==> config.mk <==
export PLATFORM = sky130hd
export DESIGN_NAME = tone_phase_accumulator
export DESIGN_NICKNAME = d
export VERILOG_FILES = /design/src/rtl/tone_pkg.sv /design/src/rtl/sample_tick_divider.sv /design/src/rtl/tone_phase_accumulator.sv
export SDC_FILE = /design/constraint.sdc
export NUM_CORES = 1
export LEC_CHECK = 0
export BUFFER_PORTS_ARGS = -buffer_cell sky130_fd_sc_hd__buf_2
export CORE_UTILIZATION = 68
export DETAILED_ROUTE_END_ITERATION = 8
export PLACE_DENSITY_LB_ADDON = 0.2
export SETUP_SLACK_MARGIN = 0.3
export SLEW_MARGIN = 20
export SYNTH_ARGS = -nofsm -noshare
export SYNTH_HDL_FRONTEND = slang
export SYNTH_HIERARCHICAL = 1
export SYNTH_SLANG_ARGS = --single-unit
==> constraint.sdc <==
create_clock -name clk -period 7.9 [get_ports clk]
set_clock_uncertainty 0.05 [all_clocks]
set_input_delay 0.395 -clock clk [delete_from_list [all_inputs] [get_ports clk]]
set_output_delay 0.395 -clock clk [all_outputs]
set_load 0.05 [all_outputs]
==> src/rtl/tone_pkg.sv <==
// Shared constants and glide FSM state type for the tone voice blocks.
package tone_pkg;

  localparam int TONE_ACC_W  = 24;
  localparam int TONE_FREQ_W = 16;

  typedef enum logic [0:0] {
    GLIDE_IDLE = 1'b0,
    GLIDE_RUN  = 1'b1
  } glide_state_e;

endpackage

==> src/rtl/sample_tick_divider.sv <==
// Free-running sample-rate divider; tick is high for the one cycle whose
// closing edge is the sample edge (count == CLK_DIV-1).
module sample_tick_divider #(
  parameter int CLK_DIV = 1042
) (
  input  logic clk,
  input  logic rst_n,
  output logic tick
);

  localparam int CNT_W = (CLK_DIV > 2) ? $clog2(CLK_DIV) : 1;
  localparam logic [CNT_W-1:0] LAST = CNT_W'(CLK_DIV - 1);

  logic [CNT_W-1:0] cnt_q, cnt_d;
  logic             tick_q;

  // Next count: wrap after the last value of the interval.
  always_comb begin
    if (cnt_q == LAST) begin
      cnt_d = {CNT_W{1'b0}};
    end else begin
      cnt_d = cnt_q + CNT_W'(1);
    end
  end

  // Tick is precomputed from the next count so it stays a register output.
  always_ff @(posedge clk or negedge rst_n) begin
    if (!rst_n) begin
      cnt_q  <= {CNT_W{1'b0}};
      tick_q <= 1'b0;
    end else begin
      cnt_q  <= cnt_d;
      tick_q <= (cnt_d == LAST);
    end
  end

  assign tick = tick_q;

endmodule

==> src/rtl/tone_phase_accumulator.sv <==
// Per-voice phase accumulator with glide toward a new frequency word,
// hard sync, test/hold and an MSB-rise pulse for syncing other voices.
module tone_phase_accumulator
  import tone_pkg::*;
#(
  parameter int CLK_DIV = 1042,
  parameter int ACC_W   = TONE_ACC_W,
  parameter int FREQ_W  = TONE_FREQ_W
) (
  input  logic              clk,
  input  logic              rst_n,
  input  logic [FREQ_W-1:0] freq_word,
  input  logic [7:0]        glide_rate,
  input  logic              freq_valid,
  output logic              freq_ready,
  input  logic              test,
  input  logic              sync_in,
  output logic [ACC_W-1:0]  accumulator,
  output logic              sample_tick,
  output logic              msb_rise
);

  logic              tick_s;
  logic              xfer_s;
  glide_state_e      state_q, state_d;
  logic [FREQ_W-1:0] cur_freq_q, cur_freq_d;
  logic [FREQ_W-1:0] target_q, target_d;
  logic [7:0]        rate_q, rate_d;
  logic [FREQ_W-1:0] rate_ext_s, dist_s, step_s;
  logic              ready_q;
  logic              sync_pending_q, sync_pending_d;
  logic [ACC_W-1:0]  acc_q, acc_d, sum_s;
  logic              sample_tick_q;
  logic              msb_rise_q, msb_rise_d;

  sample_tick_divider #(.CLK_DIV(CLK_DIV)) u_div (
    .clk   (clk),
    .rst_n (rst_n),
    .tick  (tick_s)
  );

  assign xfer_s     = freq_valid && ready_q;
  assign rate_ext_s = FREQ_W'(rate_q);

  // One glide step toward the target, clamped so it never overshoots or wraps.
  always_comb begin
    if (cur_freq_q < target_q) begin
      dist_s = target_q - cur_freq_q;
      if (dist_s <= rate_ext_s) begin
        step_s = target_q;
      end else begin
        step_s = cur_freq_q + rate_ext_s;
      end
    end else begin
      dist_s = cur_freq_q - target_q;
      if (dist_s <= rate_ext_s) begin
        step_s = target_q;
      end else begin
        step_s = cur_freq_q - rate_ext_s;
      end
    end
  end

  // Glide FSM: accepts targets in IDLE, steps cur_freq once per tick in RUN.
  always_comb begin
    state_d    = state_q;
    cur_freq_d = cur_freq_q;
    target_d   = target_q;
    rate_d     = rate_q;
    case (state_q)
      GLIDE_IDLE: begin
        if (xfer_s && (glide_rate == 8'd0)) begin
          cur_freq_d = freq_word;
        end else if (xfer_s && (freq_word != cur_freq_q)) begin
          target_d = freq_word;
          rate_d   = glide_rate;
          state_d  = GLIDE_RUN;
        end else begin
          state_d = GLIDE_IDLE;
        end
      end
      GLIDE_RUN: begin
        if (tick_s) begin
          cur_freq_d = step_s;
          state_d    = (step_s == target_q) ? GLIDE_IDLE : GLIDE_RUN;
        end else begin
          state_d = GLIDE_RUN;
        end
      end
      default: begin
        state_d = GLIDE_IDLE;
      end
    endcase
  end

  assign sum_s = acc_q + ACC_W'(cur_freq_q);

  // Phase update on tick edges; test beats sync, sync beats the add.
  always_comb begin
    acc_d          = acc_q;
    msb_rise_d     = 1'b0;
    sync_pending_d = sync_pending_q;
    if (tick_s) begin
      sync_pending_d = 1'b0;
      if (test) begin
        acc_d = {ACC_W{1'b0}};
      end else if (sync_pending_q || sync_in) begin
        acc_d = {ACC_W{1'b0}};
      end else begin
        acc_d      = sum_s;
        msb_rise_d = sum_s[ACC_W-1] & ~acc_q[ACC_W-1];
      end
    end else begin
      sync_pending_d = sync_pending_q | sync_in;
    end
  end

  // State and output registers.
  always_ff @(posedge clk or negedge rst_n) begin
    if (!rst_n) begin
      state_q        <= GLIDE_IDLE;
      cur_freq_q     <= {FREQ_W{1'b0}};
      target_q       <= {FREQ_W{1'b0}};
      rate_q         <= 8'd0;
      ready_q        <= 1'b1;
      sync_pending_q <= 1'b0;
      acc_q          <= {ACC_W{1'b0}};
      sample_tick_q  <= 1'b0;
      msb_rise_q     <= 1'b0;
    end else begin
      state_q        <= state_d;
      cur_freq_q     <= cur_freq_d;
      target_q       <= target_d;
      rate_q         <= rate_d;
      ready_q        <= (state_d == GLIDE_IDLE);
      sync_pending_q <= sync_pending_d;
      acc_q          <= acc_d;
      sample_tick_q  <= tick_s;
      msb_rise_q     <= msb_rise_d;
    end
  end

  assign freq_ready  = ready_q;
  assign accumulator = acc_q;
  assign sample_tick = sample_tick_q;
  assign msb_rise    = msb_rise_q;

endmodule

==> results by group, run 1 <==
Outcome
  • Status: finished, violations left
  • Failing checks: design-rule violations

Synth
  • #FFs+latches synth: 81
  • Ys Warns: 6
  • Mux cell area share after synthesis: 0.00638
  • Seq/Total Area, Yosys: 0.246
  • Post-synth cell types: 76
  • Post-Syn Area: 0.00824 mm²
  • Adder-cell share of the synthesized area: 0.135
  • Share of the synthesized area in the top cell type: 0.243
  • Async S/R FF share, synth: 1.00
  • Compound-Gate Fraction of Synth Area: 0.262
  • Syn_nets: 1,134
  • Simple-Gate Fraction of Synth Area: 0.186
  • Synth top area cells: dfrtp_1, ha_1, xor2_1
  • Top cells by count, synth: nand2_1, ha_1, dfrtp_1
  • Largest family of logic cells by synthesized area: compound AO/OA/AOI/OAI gates
  • Ys flop type: dfrtp_1
  • Post-synth EDFFs: 0
  • Xor/xnor share of the synthesized area: 0.105
  • Avg Synthesized Cell Area: 8.09 µm²
  • Yosys top cell by area: dfrtp_1
  • Post-Synthesis Cells: 1,019
  • Most frequent cell after synthesis: nand2_1

Worst setup path
  • Critical Path Fanout Max: 12
  • Worst Path Required: 8.05 ns
  • CP peak stage delay: 0.91 ns
  • CP Cell Sequence: inv_1 -> ha_1 -> nor2b_1 -> o21ai_1 -> nand2_1 -> nor2_1 -> o21bai_1 -> a21oi_1 -> xnor2_1 -> ha_1 -> a21oi_1 -> o21ai_0 -> o21ai_0 -> nor4b_1 -> o211a_1 -> nand4_1 -> nor3_1 -> nor2_1 -> a41oi_2 -> a41oi_1
  • Slowest CP cell: nor3_1
  • CP Class: reg -> reg
  • Startpoint Class: register
  • Critical path arrival: 5.67 ns
  • Crit end category: register

Global routing
  • Total grt overflow: 0
  • Largest net degree at the start of global routing: 82
  • GRT Util Overall: 0.390
  • First-pass GRT wire length: 38,800 µm
  • Initial antenna violation count: 1
  • Vias in the first global route: 7,489

STA
  • Max_slew headroom: 0.281
  • Final hold slack: 0.0337 ns
  • Tmin final: 5.52 ns
  • FMAX: 0.181 GHz
  • Final setup fails: 0
  • Period utilization: 0.699
  • Hold Violations, Final: 0
  • RSZ-0062 raised after global routing: no
  • Worst-Margin Slew: 1.07 ns
  • Fin Setup TNS: 0 ns
  • Max-slew violations: 0

Job
  • # Max-Cap Violations: 0

CTS
  • CTS Sinks: 81
  • Post-CTS Repair Setup Buffers: 0
  • TritonCTS clock tree: built
  • Clock Path Buffers: 2
  • Cts hold-fix bufs: 0
  • Worst-Skew Late Latency: 0.34 ns
  • H-Tree Level Count: 3
  • Clock root buffer: clkbuf_16
  • Post-cts sizing count: 0
  • CTS Buf Count: 9
  • CTS clk-pin slew, worst paths: 0.07 ns

Die
  • Placeable Area: 0.0116 mm²
  • Initial Util: 0.710
  • Vert. Die Dim: 112 µm
  • Die area: 0.0126 mm²
  • Row Count: 39
  • Width of the die: 112 µm
  • IO Pins: 56

Detailed routing
  • M1 wire length: 10,300 µm
  • Routed length per placed instance: 20.0 µm
  • Routed WL: 23,800 µm
  • Starting DRT DRC Count: 917
  • Met2 WL: 10,500 µm
  • Via Count: 8,132
  • Via density: 6.83
  • DRC viols: 4
  • Highest metal used: met5
  • Router iterations before antenna repair: 9
  • Met3 wire length: 2140 µm
  • Detail Route Antenna Nets: 0

Final layout
  • Synth-to-Final Area Change: 7.64%
  • N_diodes: 0
  • Util after Layout: 0.764
  • Fillcell total: 892
  • Share of layout cells above drive strength 1: 0.0917
  • Total Nets Final: 1,157

Place
  • GPL Wtd Cong: 0.974
  • Port bufs: 55
  • Hpwl dp: 17,900 µm

Hold path
  • HP Class: in -> async

Power
  • Sw frac: 0.224
  • Total power: 906 µW
  • Clock share of power: 0.514
  • Peak VDD IR: 136 µV
  • P_leak: 4.14 nW
  • Internal power: 703 µW
  • Pwr per Cell Area: 102 mW/mm²
  • Seq pwr share: 0.458
  • Net Switching: 203 µW
  • Comb power frac: 0.028
per-stage QoR:
| stage | std cells | cell area, µm² | setup WS [ns] |
|---|---|---|---|
| after detailed placement | 1174 | 8540 | 2.69 |
| after global routing | 1190 | 8870 | 1.94 |
| final | 1190 | 8870 | 2.38 |
| after floorplan | 1019 | 8240 | 3.71 |
| after CTS | 1190 | 8870 | 2.56 |
| after global placement | 1174 | 8540 | 2.76 |
cell families after synthesis:
kind of cell,Yosys count
compound gates,320
xor+xnor,99
fa+ha+maj,86
buf+inv,122
flops,81
mux,5
simple gates,306
routing by layer:
| layer | GRT usage | vias to the layer above |
|---|---|---|
| met1 | 0.543 | 3874 |
| met5 | 0 | - |
| met3 | 0.0783 | 65 |
| met2 | 0.603 | 440 |
| li1 | - | 3751 |
| met4 | 0.146 | 2 |
registers in the layout, summed over array words and instances, names as in the netlist:
name and count:
u_div/tick 1, u_div/cnt_q 11, msb_rise 1, freq_ready 1, cur_freq_q 16, sync_pending_q 1, rate_q 8, target_q 16
accumulator 24, sample_tick 1, state_q 1
path summary, 6_finish.rpt:
path	start	end	slack (ns)	cells after the start
max reg2reg	cur_freq_q[1]	state_q	2.38	20
min in group clk	glide_rate[1]	rate_q[1]	0.23	3
min	rst_n	accumulator[9]	0.03	1
max	cur_freq_q[1]	state_q	2.38	20
max in group asynchronous	rst_n	rate_q[5]	7.23	1
min reg2reg	accumulator[22]	accumulator[22]	0.45	1
cell usage in the layout (no fill, tap or decap), types with 10 or more instances in the layout:
cell	count
a211oi_1	11
a21o_1	23
a21oi_1	59
a22o_1	15
a31oi_1	13
and3_1	15
buf_2	54
dfrtp_1	80
ha_1	81
inv_1	75
nand2_1	86
nand3_1	24
nand4_1	16
nor2_1	57
nor2b_1	11
nor3_1	24
nor4_1	18
o211ai_1	14
o21a_1	10
o21ai_0	68
o21ai_1	12
o21bai_1	13
o221ai_1	12
o22ai_1	13
o31ai_1	12
xnor2_1	49
xor2_1	50
final cells by class:
cell class / instances / area [µm²] / area share
clock buffer: 9 / 225 / 0.0254
clock inverter: 7 / 103 / 0.0116
inverter: 75 / 282 / 0.0317
multi-input combinational: 816 / 5740 / 0.647
sequential: 81 / 2030 / 0.229
tap: 143 / 179 / 0.0202
timing repair buffer: 59 / 312 / 0.0351
worst max-delay path, delay by kind of cell, from the launching register on:
kind,cells,cell delay (ns)
fa+ha+maj,2,0.60
simple gates,7,2.27
flops,1,0.74
xor+xnor,1,0.14
compound gates,9,1.47
buf+inv,1,0.10
power by group through the flow:
stage                     Combinational, mW  Sequential (mW)  Clock [mW]
after global placement               0.0242            0.422           0
final                                0.0251            0.415       0.466
after CTS                            0.0249            0.415       0.469
after global routing                 0.0275            0.414       0.485
after detailed placement             0.0246            0.422           0
after floorplan                     0.00330            0.423           0
(Power assumes the default switching activity.)
==> run 2, diff against run 1 <==
--- a/config.mk
+++ b/config.mk
@@ -6,7 +6,7 @@
 export NUM_CORES = 1
 export LEC_CHECK = 0
 export BUFFER_PORTS_ARGS = -buffer_cell sky130_fd_sc_hd__buf_2
-export CORE_UTILIZATION = 68
+export CORE_UTILIZATION = 63
 export DETAILED_ROUTE_END_ITERATION = 8
 export PLACE_DENSITY_LB_ADDON = 0.2
 export SETUP_SLACK_MARGIN = 0.3
==> constraint.sdc (replaced) <==
create_clock -name clk -period 5.3 [get_ports clk]
set_clock_uncertainty 0.05 [all_clocks]
set_input_delay 0.265 -clock clk [delete_from_list [all_inputs] [get_ports clk]]
set_output_delay 0.265 -clock clk [all_outputs]
set_load 0.05 [all_outputs]
==> run 2 against run 1 <==
Net effect:
- the flow now finishes without violations
- via count rose by 0.23%
- combinational power rose by 54%
- sequential share of layout area fell by 0.39 points
- wire length fell by 1.7%
- final cell count rose by 3.9%
- global-route usage fell by 3.4 points
- critical path depth rose by 1
- worst setup slack got worse by 1.8 ns
- critical endpoint is now cur_freq_q[15]
==> results by group, run 2 (same netlist as run 1, synthesis figures left out) <==
Final layout
  • Max FFs per register: 24 (unchanged)
  • Share of layout cells above drive strength 1: 0.106 (was 0.0917)
  • Util after Layout: 0.712 (was 0.764)
  • N_diodes: 0 (unchanged)
  • Total Nets Final: 1,174 (was 1,157)
  • Commonest non-fill, non-tap cell in the layout: nand2_1 (unchanged)
  • Commonest non-fill, non-tap cells in the layout: nand2_1, ha_1, dfrtp_1 (unchanged)
  • Synth-to-Final Area Change: 9.52% (was 7.64%)

STA
  • Period utilization: 0.894 (was 0.699)
  • Fin Setup TNS: 0 ns (unchanged)
  • Max-slew violations: 0 (unchanged)
  • Max_slew headroom: 0.306 (was 0.281)
  • Tmin final: 4.74 ns (was 5.52 ns)
  • FMAX: 0.211 GHz (was 0.181 GHz)
  • RSZ-0062 raised after global routing: no (unchanged)
  • Worst-Margin Slew: 1.04 ns (was 1.07 ns)
  • Final hold slack: 0.0894 ns (was 0.0337 ns)
  • Hold Violations, Final: 0 (unchanged)
  • Final setup fails: 0 (unchanged)

Power
  • Pwr per Cell Area: 142 mW/mm² (was 102 mW/mm²)
  • Seq pwr share: 0.483 (was 0.458)
  • Internal power: 963 µW (was 703 µW)
  • P_leak: 4.22 nW (was 4.14 nW)
  • Net Switching: 317 µW (was 203 µW)
  • Comb power frac: 0.030 (was 0.028)
  • Clock share of power: 0.487 (was 0.514)
  • Peak VDD IR: 154 µV (was 136 µV)
  • Sw frac: 0.248 (was 0.224)

Detailed routing
  • Via density: 6.59 (was 6.83)
  • Router iterations before antenna repair: 6 (was 9)
  • Met3 wire length: 2280 µm (was 2140 µm)
  • Detail Route Antenna Nets: 0 (unchanged)
  • DRC viols: 0 (was 4)
  • Met2 WL: 10,200 µm (was 10,500 µm)
  • Via Count: 8,151 (was 8,132)
  • Routed length per placed instance: 18.9 µm (was 20.0 µm)
  • M1 wire length: 10,000 µm (was 10,300 µm)
  • Routed WL: 23,400 µm (was 23,800 µm)
  • Starting DRT DRC Count: 884 (was 917)
  • Highest metal used: met4 (was met5)

Place
  • Hpwl dp: 17,700 µm (was 17,900 µm)
  • Port bufs: 55 (unchanged)
  • GPL Wtd Cong: 1.03 (was 0.974)

Hold path
  • HP Class: in -> reg (was in -> async)

Die
  • Die area: 0.0135 mm² (was 0.0126 mm²)
  • Placeable Area: 0.0127 mm² (was 0.0116 mm²)
  • Row Count: 41 (was 39)
  • Vert. Die Dim: 116 µm (was 112 µm)
  • IO Pins: 56 (unchanged)
  • Width of the die: 116 µm (was 112 µm)
  • Initial Util: 0.650 (was 0.710)

Worst setup path
  • Family with the most delay on the worst path: simple AND/OR/NAND/NOR gates (unchanged)
  • Reg2reg setup slack: 0.56 ns (was 2.38 ns)
  • Critical path arrival: 4.92 ns (was 5.67 ns)
  • Critical Path Fanout Max: 7 (was 12)
  • Critical path buffer and inverter count: 2 (was 1)
  • Startpoint Class: register (unchanged)
  • Slowest CP cell: dfrtp_1 (was nor3_1)
  • Worst Path Required: 5.48 ns (was 8.05 ns)
  • CP Class: reg -> reg (unchanged)
  • Crit end category: register (unchanged)
  • CP Cell Sequence: inv_1 -> ha_1 -> and3_1 -> o21ai_1 -> nand2_1 -> nor2_1 -> o21bai_1 -> a21oi_1 -> xnor2_1 -> ha_1 -> a21oi_1 -> o21ai_0 -> o21ai_0 -> nor4b_1 -> o211a_1 -> nand4_1 -> buf_4 -> nor3_4 -> or2_1 -> a22oi_1 -> a31o_1 (was inv_1 -> ha_1 -> nor2b_1 -> o21ai_1 -> nand2_1 -> nor2_1 -> o21bai_1 -> a21oi_1 -> xnor2_1 -> ha_1 -> a21oi_1 -> o21ai_0 -> o21ai_0 -> nor4b_1 -> o211a_1 -> nand4_1 -> nor3_1 -> nor2_1 -> a41oi_2 -> a41oi_1)
  • CP peak stage delay: 0.52 ns (was 0.91 ns)

CTS
  • CTS Buf Count: 9 (unchanged)
  • Clock Path Buffers: 2 (unchanged)
  • CTS Sinks: 81 (unchanged)
  • TritonCTS clock tree: built (unchanged)
  • H-Tree Level Count: 3 (unchanged)
  • CTS clk-pin slew, worst paths: 0.07 ns (about the same)
  • Worst-Skew Late Latency: 0.34 ns (about the same)
  • Clock root buffer: clkbuf_16 (unchanged)

Job
  • # Max-Cap Violations: 0 (unchanged)

Global routing
  • First-pass GRT wire length: 37,300 µm (was 38,800 µm)
  • Largest net degree at the start of global routing: 82 (unchanged)
  • GRT Util Overall: 0.356 (was 0.390)
  • Vias in the first global route: 7,223 (was 7,489)
  • Initial antenna violation count: 0 (was 1)
  • Total grt overflow: 0 (unchanged)

Outcome
  • Status: finished clean (was finished, violations left)
run 2: cell count changes in the layout (fill, tap and decap cells not counted), moves of 2 or more:
| cell | delta |
|---|---|
| clkinvlp_4 | +2 |
| bufinv_16 | -2 |
| buf_4 | +16 |
| inv_8 | +2 |
| clkinv_4 | -2 |
| nor3_4 | +2 |
run 2: worst reg2reg max path, cell delays in order, from the launching register on:
cell and delay [ns]:
dfrtp_1 0.52, inv_1 0.08, ha_1 0.40, and3_1 0.21, o21ai_1 0.17, nand2_1 0.09
nor2_1 0.16, o21bai_1 0.09, a21oi_1 0.17, xnor2_1 0.14, ha_1 0.28, a21oi_1 0.15
o21ai_0 0.08, o21ai_0 0.09, nor4b_1 0.35, o211a_1 0.21, nand4_1 0.08, buf_4 0.19
nor3_4 0.39, or2_1 0.35, a22oi_1 0.14, a31o_1 0.24
run 2: routing by layer:
layer,global-route usage,vias up
met3,0.0675,78
met2,0.544,508
met1,0.496,3785
met5,0,-
li1,-,3780
met4,0.138,0
run 2: final timing paths:
check	startpoint	end	cells after the start
max	cur_freq_q[2]	cur_freq_q[15]	21
min	glide_rate[2]	rate_q[2]	3
max reg2reg	cur_freq_q[2]	cur_freq_q[15]	21
min reg2reg	accumulator[22]	accumulator[22]	1
max in group asynchronous	rst_n	cur_freq_q[2]	2
min in group asynchronous	rst_n	accumulator[14]	2
run 2: timing repair:
| item | in CTS | in global routing |
|---|---|---|
| endpoints found under the hold margin | 0 | 34 |
| hold buffers | 0 | 1 |
| resized for setup | 1 | 2 |
| endpoints found under the setup margin | 3 | 16 |
| buffers inserted | 0 | 8 |
| pin swaps | 0 | 2 |
run 2: stage by stage:
step	total power [mW]	worst slack, ns	std cells	cell area, µm²
2_1_floorplan	0.635	1.11	1019	8240
3_5_place_dp	0.667	0.239	1211	8640
3_3_place_gp	0.667	0.435	1211	8640
4_1_cts	1.28	0.446	1227	8940
5_1_grt	1.31	0.285	1236	9030
6_report	1.28	0.560	1236	9030
run 2: cell type report:
| cell class | instances | area (µm²) |
|---|---|---|
| timing repair buffer | 76 | 442 |
| multi-input combinational | 816 | 5760 |
| fill | 1037 | 3640 |
| inverter | 75 | 282 |
| clock buffer | 9 | 225 |
| tap | 172 | 215 |
| sequential | 81 | 2030 |
| clock inverter | 7 | 73.8 |
run 2: power groups by stage:
stage	Combinational, mW	Sequential, mW	Clock (mW)
finish	0.0386	0.618	0.623
CTS	0.0377	0.618	0.627
global route	0.0424	0.618	0.655
detailed placement	0.0375	0.630	0
global placement	0.0371	0.630	0
floorplan	0.00492	0.630	0
